===== src/rtl/intt_job_ctrl.sv =====
// rtl/intt_job_ctrl.sv - sequences one transform job: feeds coefficient pairs into intt, collects results, flags errors
module intt_job_ctrl #(
  parameter int N_COEF  = 256,
  parameter int ADDR_W  = $clog2(N_COEF/2),
  parameter int RD_LAT  = 1,
  parameter int TIMEOUT = 1024
) (
  input  logic              clk,
  input  logic              rst,
  input  logic              start,
  output logic              start_rdy,
  output logic              rd_en,
  output logic [ADDR_W-1:0] rd_addr,
  output logic              pipe_in_en,
  input  logic              pipe_out_en,
  output logic              wr_en,
  output logic [ADDR_W-1:0] wr_addr,
  output logic              busy,
  output logic              done,
  output logic [1:0]        err
);

  localparam int BEATS = N_COEF / 2;
  localparam int TW    = $clog2(TIMEOUT + 1) + 1;
  localparam logic [ADDR_W-1:0] LAST_BEAT = ADDR_W'(BEATS - 1);
  localparam logic [TW-1:0]     TO_VAL    = TW'(TIMEOUT);

  typedef enum logic [1:0] {S_IDLE, S_FEED, S_WAIT, S_COLLECT} state_t;

  state_t            state, state_nxt;
  logic [ADDR_W-1:0] rd_cnt;
  logic [ADDR_W-1:0] wr_cnt;
  logic [RD_LAT-1:0] in_dly;
  logic [TW-1:0]     timer;
  logic              just_done;

  assign rd_addr    = rd_cnt;
  assign wr_addr    = wr_cnt;
  assign pipe_in_en = in_dly[RD_LAT-1];

  always_ff @(posedge clk or posedge rst) begin
    if (rst) begin
      state     <= S_IDLE;
      rd_cnt    <= '0;
      wr_cnt    <= '0;
      in_dly    <= '0;
      timer     <= '0;
      just_done <= 1'b0;
    end else begin
      state     <= state_nxt;
      rd_cnt    <= (state == S_FEED) ? rd_cnt + ADDR_W'(1) : '0;
      // any break in the out_en burst aborts the job, so the write counter restarts on every low cycle
      wr_cnt    <= wr_en ? wr_cnt + ADDR_W'(1) : '0;
      in_dly    <= (in_dly << 1) | RD_LAT'(rd_en);
      just_done <= done;
      // timer holds 1 in the cycle after each pipe_in_en beat and counts up from there, saturating at all-ones
      if (state == S_IDLE)
        timer <= '0;
      else if (pipe_in_en)
        timer <= TW'(1);
      else if (timer != '0 && timer != '1)
        timer <= timer + TW'(1);
    end
  end

  always_comb begin
    state_nxt = state;
    start_rdy = 1'b0;
    busy      = 1'b0;
    rd_en     = 1'b0;
    wr_en     = 1'b0;
    done      = 1'b0;
    err       = 2'b00;
    case (state)
      S_IDLE: begin
        start_rdy = 1'b1;
        // a new job waits until the previous out_en burst has fallen
        if (just_done && pipe_out_en)
          err = 2'b10;
        else if (start && !pipe_out_en)
          state_nxt = S_FEED;
      end
      S_FEED: begin
        busy  = 1'b1;
        rd_en = 1'b1;
        if (rd_cnt == LAST_BEAT)
          state_nxt = S_WAIT;
      end
      S_WAIT: begin
        busy = 1'b1;
        if (pipe_out_en) begin
          wr_en     = 1'b1;
          state_nxt = S_COLLECT;
        end else if (timer >= TO_VAL) begin
          err       = 2'b01;
          state_nxt = S_IDLE;
        end
      end
      S_COLLECT: begin
        busy = 1'b1;
        if (pipe_out_en) begin
          wr_en = 1'b1;
          if (wr_cnt == LAST_BEAT) begin
            done      = 1'b1;
            state_nxt = S_IDLE;
          end
        end else begin
          err       = 2'b10;
          state_nxt = S_IDLE;
        end
      end
      default: state_nxt = S_IDLE;
    endcase
  end

endmodule

===== config.mk =====
export PLATFORM = sky130hd
export DESIGN_NAME = intt_job_ctrl
export DESIGN_NICKNAME = d
export VERILOG_FILES = /design/src/rtl/intt_job_ctrl.sv
export SDC_FILE = /design/constraint.sdc
export NUM_CORES = 1
export LEC_CHECK = 0
export ABC_AREA = 1
export BUFFER_PORTS_ARGS = -buffer_cell sky130_fd_sc_hd__buf_2
export CAP_MARGIN = 20
export CELL_PAD_IN_SITES_DETAIL_PLACEMENT = 1
export CELL_PAD_IN_SITES_GLOBAL_PLACEMENT = 1
export CORE_MARGIN = 3
export CORE_UTILIZATION = 41
export DETAILED_ROUTE_END_ITERATION = 12
export PLACE_DENSITY_LB_ADDON = 0.1
export SETUP_SLACK_MARGIN = 0.2
export SYNTH_ARGS = -nofsm -noshare
export SYNTH_HDL_FRONTEND = slang
export SYNTH_SLANG_ARGS = --single-unit

===== constraint.sdc =====
create_clock -name clk -period 1.8 [get_ports clk]
set_input_delay 0.09 -clock clk [delete_from_list [all_inputs] [get_ports clk]]
set_output_delay 0.09 -clock clk [all_outputs]
set_load 0.005 [all_outputs]

; ---- Word-level counts from Yosys, hierarchy flattened
; Cells that the tools add are included.
[word_totals]
ff_bits = 30
inputBits = 4
output_inout_bits = 22
[classes]
add_sub_neg = 3
magnitude_cmp = 1
eq_ne = 11
mux = 26
reduce_logical = 10
[op_table]
columns = operator, n
row1 = two-way mux 12 bit, 3
row2 = two-way mux 2 bit, 9
row3 = "adder 7 x 1 -> 7 bit, second input constant", 2
row4 = "== test 7 bit, second input constant", 2
row5 = two-way mux 7 bit, 2
row6 = "adder 12 x 1 -> 12 bit, second input constant", 1
row7 = ">= comparator 12 x 11 -> 1 bit, second input constant", 1
row8 = "!= test 12 bit, second input constant", 1
row9 = nonzero test 12 bit, 1
row10 = two-way mux 1 bit, 10
row11 = one-hot mux 2 bit (4 select lines), 1
row12 = "!= test 3 bit, second input constant", 2
row13 = one-hot mux 2 bit (3 select lines), 1
row14 = AND reduction 5 bit, 1
row15 = "== test 2 bit, second input constant", 2
row16 = "!= test 2 x 1 -> 1 bit, second input constant", 2
row17 = logical AND 1 bit, 3
row18 = nonzero test 3 bit, 1
row19 = OR reduction 3 bit, 1
row20 = "== test 2 x 1 -> 1 bit, second input constant", 1
row21 = logical NOT 2 bit, 1
row22 = "!= test 2 bit, second input constant", 1
row23 = OR reduction 2 bit, 1
row24 = logical NOT 1 bit, 1

; ---- Depth between registers and ports, before layout
; Gate-level depths: netlist of the first run.
[logic_depth]
ltp_word = 5
ltp_mapped = 10
ltp_nobuf = 10

; ---- Worst setup path after synthesis of the first run
; Ideal clock, no wire load.
[synth_path]
kind = register to register
start = register timer[0]
end = register timer[7]
setup_ps = 117
t_arrival_ps = 1197
setup_slack_ps = 485
stages_incl_launch_ff = 10
synth_period_minus_slack_ps = 1315
path_cell_list = dfrtp_1 -> inv_1 -> ha_1 -> nand2_1 -> nor2_1 -> nand2_1 -> nand2_4 -> nand2_8 -> nand2_2 -> o21ai_2
[synth_via]
elab_chain_cells = 4
[synth_lines]
columns = element, line_no
row1 = "start, declared", 34  ; logic [TW-1:0] timer;
row2 = "start signal, assigned", 62  ; timer <= timer + TW'(1);
row3 = adder 12 x 1 -> 12 bit, 62
row4 = two-way mux 12 bit, 61  ; else if (timer != '0 && timer != '1)
row5 = two-way mux 12 bit, 59  ; else if (pipe_in_en)
row6 = two-way mux 12 bit, 57  ; if (state == S_IDLE)
; Several ways; a longest one is shown, not always the timed one. The select of a mux whose other input is x is not followed.
; A chain may end at the register's enable or synchronous reset.

; ---- Worst setup path in the final report of the first run
[layout_path]
start = register wr_cnt[1] (netlist: wr_addr[1])
end = output port done
[layout_via]
elab_chain_cells = 4
[layout_lines]
columns = element, line_no
row1 = "start, declared", 32  ; logic [ADDR_W-1:0] wr_cnt;
row2 = "start signal, assigned", 53  ; wr_cnt <= wr_en ? wr_cnt + ADDR_W'(1) : '0;
row3 = == test 7 bit, 103  ; if (wr_cnt == LAST_BEAT) begin
row4 = two-way mux 1 bit, 103
row5 = two-way mux 1 bit, 101  ; if (pipe_out_en) begin
row6 = two-way mux 1 bit, 74  ; case (state)
row7 = "end, declared", 19  ; output logic done,
; No other way between the ends.

==> results.json, run 1 <==
{
  "clkTransAtPathRegs_ns": 0.06,
  "ys_types": 24,
  "drv_slew": 0,
  "cts_sinks": 30,
  "syn-cell-area_um2": 1700,
  "gr-total-overflow": 0,
  "drt_iter0_markers": 54,
  "path_delay_family": "simple AND/OR/NAND/NOR gates",
  "cpMaxStageDelayCell": "dfrtp_1",
  "grt_pass1_vias": 1612,
  "drv_cap": 0,
  "utilization_pct": 53.8,
  "clkLatencyLatePin_ns": 0.28,
  "reg2regPathDepth": 9,
  "skew_ns": 0.00467,
  "drt-wirelength-per-cell_um": 14.3,
  "die-area_um2": 4950,
  "grt_util_met1_pct": 27.7,
  "drt_pass1_iterations": 4,
  "drc": 0,
  "critPathMaxFanout": 3,
  "grtUsageTotal_pct": 20.1,
  "p_sw_share_pct": 21.7,
  "p_sw_w": 0.000261,
  "cts_buffers": 5,
  "tightest_slew_ns": 0.405,
  "cts-root-buf": "clkbuf_8",
  "yosysWarnings": 0,
  "vias_per_cell": 5.16,
  "diodes": 0,
  "whs_path_depth": 3,
  "cpPeakStageDelay_ns": 0.37,
  "synthArstFlopShare_pct": 100,
  "netlist_top_cells_area": "dfrtp_1, nand2_1, nor2_1",
  "r2r_end": "timer[7]",
  "grt_use_met3_pct": 3.88,
  "syn_inst": 217,
  "arrival_ns": 1.52,
  "synth.net_count": 225,
  "gp_congestion": 0.787,
  "finalCritPeriodShare_pct": 89.5,
  "dominantRegCellSynth": "dfrtp_1",
  "gr-usage-met2_pct": 31.6,
  "cp_num_buf_inv": 1,
  "htree_levels": 2,
  "tns_ns": 0,
  "hp-start": "pipe_out_en",
  "hold_path_end": "wr_addr[1]",
  "total_leakage_power_nw": 0.994,
  "path_common_cell": "nand3_2",
  "peakVddDrop_uv": 331,
  "power_frac_comb_pct": 1.9,
  "die_height_um": 70.4,
  "synth_top_area_share_pct": 44.2,
  "clock.fmax_mhz": 621,
  "path_class": "reg2out",
  "antenna_found_initial": 0,
  "synth_edf_count": 0,
  "dp_hpwl_um": 3340,
  "antenna_left": 0,
  "rsz0062_at_grt": "yes",
  "wirelength_um": 4340,
  "endpoint_kind": "primary output",
  "io_pins": 26,
  "yosysTopAreaCell": "dfrtp_1",
  "cp.required_ns": 1.71,
  "cts_tree": "done",
  "start_kind": "flop",
  "syn_area_per_cell_um2": 7.83,
  "path_cells": "ha_2, nand3_2, nor2_4, nand3_2, nor3_4, buf_2",
  "clk_path_buf_depth": 2,
  "p_int_w": 0.000939,
  "drive_gt1_share_pct": 28.6,
  "rows": 22,
  "reg2reg_from": "timer[0]",
  "vias": 1562,
  "ys_seq_area_share_pct": 44.2,
  "hold_viol": 0,
  "grt_max_degree": 31,
  "fin_area_um2": 2060,
  "max_slew_margin_pct": 73.0,
  "core_um2": 3830,
  "r2r_slack_ns": 0.33,
  "seqPwrFrac_pct": 56.2,
  "hold_class": "in2reg",
  "power_frac_clock_pct": 41.9,
  "netlist_top_cells_count": "nand2_1, nor2_1, inv_1",
  "grt_pass1_wl_um": 7790,
  "outcome": "complete, no violations",
  "p_per_area_nw_per_um2": 583,
  "syn2layout_area_growth_pct": 21.1,
  "final_nets": 263,
  "post-route-min-period_ns": 1.61,
  "start_util_pct": 44.4,
  "place_area_um2": 1890,
  "ys_ff_latch": 30,
  "setup_viol": 0,
  "io_buffers": 25,
  "die_w_um": 70.4,
  "grt_busiest_layer": "met2"
}
-- cells by family (layout without fill, tap and decap cells) --
group | after synthesis | after routing | synth area share [%]
and+or+nand+nor | 115 | 115 | 33.6
AOI/OAI and AO/OA | 31 | 31 | 10.8
DFF | 30 | 30 | 44.2
xor gates and xnor gates | 1 | 1 | 0.516
adders and majority gates | 4 | 4 | 2.95
buffers and inverters | 36 | 74 | 7.95
-- cells in the final DEF, fill, tap and decap left out --
cell and instances:
o211ai_1 1, o21ai_2 6, inv_1 30, nor3_1 3, dfrtp_1 29, nor2_4 5
dlygate4sd3_1 1, nor2_2 4, o21ai_0 12, dfrtp_2 1, a21oi_1 11, nand2_1 33
buf_4 5, and3_1 1, nand3_1 16, nand3_4 1, a31o_2 1, nand2_8 1
nor3_4 1, clkbuf_8 5, buf_2 25, xnor2_1 1, nand2_4 2, inv_2 6
nand2_2 4, nor2_1 32, clkinv_2 2, nand3_2 3, ha_2 1, nand4_1 8
ha_1 3, nor4_1 1
-- sequential cells by signal (all words and copies together) (netlist names) --
signal / count
just_done: 1
pipe_in_en: 1
rd_addr: 7
state: 2
timer: 12
wr_addr: 7
-- cell type report --
class / instances / area (um2)
clock inverters: 2 / 10.0
flip-flops and latches: 30 / 752
multi-input cells: 151 / 860
inverters: 36 / 135
fillers: 482 / 1770
well taps: 48 / 60.1
repair buffers: 31 / 173
clock buffers: 5 / 68.8
-- repair_timing --
| item | in CTS | in global routing |
|---|---|---|
| hold buffers | 1 | 0 |
| resized for setup | 5 | 9 |
| setup endpoints to repair | 2 | 13 |
| endpoints found under the hold margin | 30 | 0 |
| buffers inserted | 1 | 3 |
-- per-stage QoR --
step / instances / setup WS (ns) / hold WS [ns] / power, W
3_3_place_gp: 291 / 0.289 / 0.187 / 0.000707
3_5_place_dp: 291 / 0.271 / 0.198 / 0.000708
6_report: 303 / 0.190 / 0.147 / 0.00120
5_1_grt: 303 / 0.0691 / 0.175 / 0.00126
2_1_floorplan: 217 / 0.485 / 0.181 / 0.000697
4_1_cts: 300 / 0.196 / 0.172 / 0.00122
-- power groups by stage --
stage | clock, W | combinational, W | sequential (W)
floorplan | 0 | 0.0000104 | 0.000687
global placement | 0 | 0.0000206 | 0.000687
detailed placement | 0 | 0.0000211 | 0.000687
CTS | 0.000527 | 0.0000228 | 0.000674
global route | 0.000561 | 0.0000260 | 0.000674
finish | 0.000502 | 0.0000225 | 0.000674
-- tightest hold or removal path: stages --
cell and delay (ns):
buf_2 0.14, nand2_4 0.11, nor2_1 0.05
-- routing by layer --
layer / vias to the layer above / part of all wire [%]
met5: - / 0
met4: 0 / 1.4
met3: 7 / 3.8
met2: 25 / 47
met1: 745 / 47
li1: 785 / -
-- worst max path at each step --
stage / startpoint / endpoint / slack [ns] / cells past startpoint
after floorplan: timer[0] / timer[7] / 0.49 / 9
after global placement: timer[0] / timer[7] / 0.29 / 9
after detailed placement: timer[0] / timer[0] / 0.27 / 9
after CTS: wr_addr[1] / done / 0.20 / 6
after global routing: wr_addr[1] / done / 0.07 / 6
final: wr_addr[1] / done / 0.19 / 6
No activity file was read; power rests on OpenSTA's default activity.
==> run 2: changes to the inputs <==
GPL_TIMING_DRIVEN = 0   (was unset)
==> results.json, run 2 (synthesized netlist as in run 1, its figures left out) <==
{
  "outcome": "complete, no violations",
  "gp_congestion": 0.792,
  "grtUsageTotal_pct": 19.7,
  "drive_gt1_share_pct": 30.8,
  "p_per_area_nw_per_um2": 719,
  "tightest_slew_ns": 0.415,
  "cts_tree": "done",
  "total_leakage_power_nw": 1.05,
  "antenna_found_initial": 0,
  "critPathMaxFanout": 2,
  "finalCritPeriodShare_pct": 88.3,
  "hold_class": "in2reg",
  "place_area_um2": 1910,
  "cp.required_ns": 1.71,
  "layout_commonest_cell": "nor2_1",
  "antenna_left": 0,
  "drt_iter0_markers": 34,
  "grt_pass1_vias": 1604,
  "arrival_ns": 1.50,
  "drt-wirelength-per-cell_um": 15.3,
  "clkLatencyLatePin_ns": 0.29,
  "grt_pass1_wl_um": 7620,
  "tns_ns": 0,
  "vias_per_cell": 5.14,
  "io_pins": 26,
  "die-area_um2": 4950,
  "cts_buffers": 5,
  "syn2layout_area_growth_pct": 29.0,
  "final_cells": 308,
  "cts_sinks": 30,
  "place_ws_ns": 0.287,
  "io_buffers": 25,
  "cts-root-buf": "clkbuf_8",
  "clock.fmax_mhz": 629,
  "regMostFlops": "timer",
  "dp_cells": 291,
  "peakVddDrop_uv": 428,
  "drv_slew": 0,
  "rows": 22,
  "rsz0062_at_grt": "yes",
  "final_nets": 267,
  "fillCellCount": 473,
  "max_slew_margin_pct": 72.3,
  "largest_register_ffs": 12,
  "drt_pass1_iterations": 4,
  "skew_ns": 0.00538,
  "clkTransAtPathRegs_ns": 0.07,
  "dp_hpwl_um": 3190,
  "die_w_um": 70.4,
  "fin_ws_ns": 0.210,
  "grt_max_degree": 24,
  "holdWs_ns": 0.140,
  "drv_cap": 0,
  "htree_levels": 2,
  "clk_path_buf_depth": 2,
  "hold_viol": 0,
  "wirelength_um": 4700,
  "start_kind": "flop",
  "diodes": 0,
  "setup_viol": 0,
  "core_um2": 3830,
  "path_class": "reg2out",
  "post-route-min-period_ns": 1.59,
  "vias": 1583,
  "endpoint_kind": "primary output",
  "start_util_pct": 44.4,
  "die_height_um": 70.4,
  "layout_common_cells": "nor2_1, nand2_1, inv_1, dfrtp_1, buf_2",
  "fin_area_um2": 2190,
  "gr-total-overflow": 0,
  "drc": 0
}
## run 2: cell count changes in the layout (fill, tap and decap cells not counted), sizes merged
| cell | previous run | this run |
|---|---|---|
| buf | 30 | 34 |
| clkbuf | 5 | 6 |
| clkinv | 2 | 0 |
| bufinv | 0 | 2 |
## run 2: through the flow
| step | utilization (%) | total power (W) |
|---|---|---|
| final | 57.3 | 0.00158 |
| after global routing | 57.3 | 0.00162 |
| after CTS | 55.7 | 0.00159 |
| after detailed placement | 50.0 | 0.000713 |
| after global placement | 49.2 | 0.000706 |
| after floorplan | - | 0.000697 |
## run 2: timing repair
| item | CTS | global route |
|---|---|---|
| pin swaps | 3 | 5 |
| endpoints found under the setup margin | 1 | 12 |
| buffers inserted | 6 | 2 |
| endpoints found under the hold margin | 7 | 0 |
| resized for setup | 6 | 12 |
| hold buffers | 1 | 0 |
## run 2: layout make-up
class                      count  area [um2]  area share, %
multi-input combinational    151         880           40.1
sequential                    30         752           34.3
inverter                      36         135           6.16
clock buffer                   6        82.6           3.77
clock inverter                 2        60.1           2.74
timing repair buffer          35         223           10.2
tap                           48        60.1           2.74
## run 2: per-layer routing
metal	wire [um]	share of wire, %	track usage (%)
met1	2140	45	25.0
met2	2330	50	33.0
met3	154	3.3	5.18
met4	75	1.6	5.11
met5	0	0	0
## run 2: report_power, final
group,switching [W],leakage [nW],internal [W]
Combinational,0.0000173,0.592,0.0000102
Sequential,0,0.387,0.000674
Clock,0.000284,0.0714,0.000590
## run 2: path summary, 6_finish.rpt
check | start | cells after the start | slack (ns) | to
min in group asynchronous | rst | 3 | 0.33 | timer[2]
min reg2reg | rd_addr[0] | 1 | 0.49 | rd_addr[0]
min | pipe_out_en | 3 | 0.14 | wr_addr[1]
max | wr_addr[0] | 6 | 0.21 | done
max in group asynchronous | rst | 4 | 1.01 | state[1]
max reg2reg | wr_addr[0] | 9 | 0.30 | state[1]
## run 2: critical path, stage by stage, from the launching register on
cell     delay (ns)
dfrtp_1        0.38
ha_2           0.23
nand3_4        0.10
nor2_4         0.13
nand3_4        0.09
nor3_4         0.14
buf_2          0.14
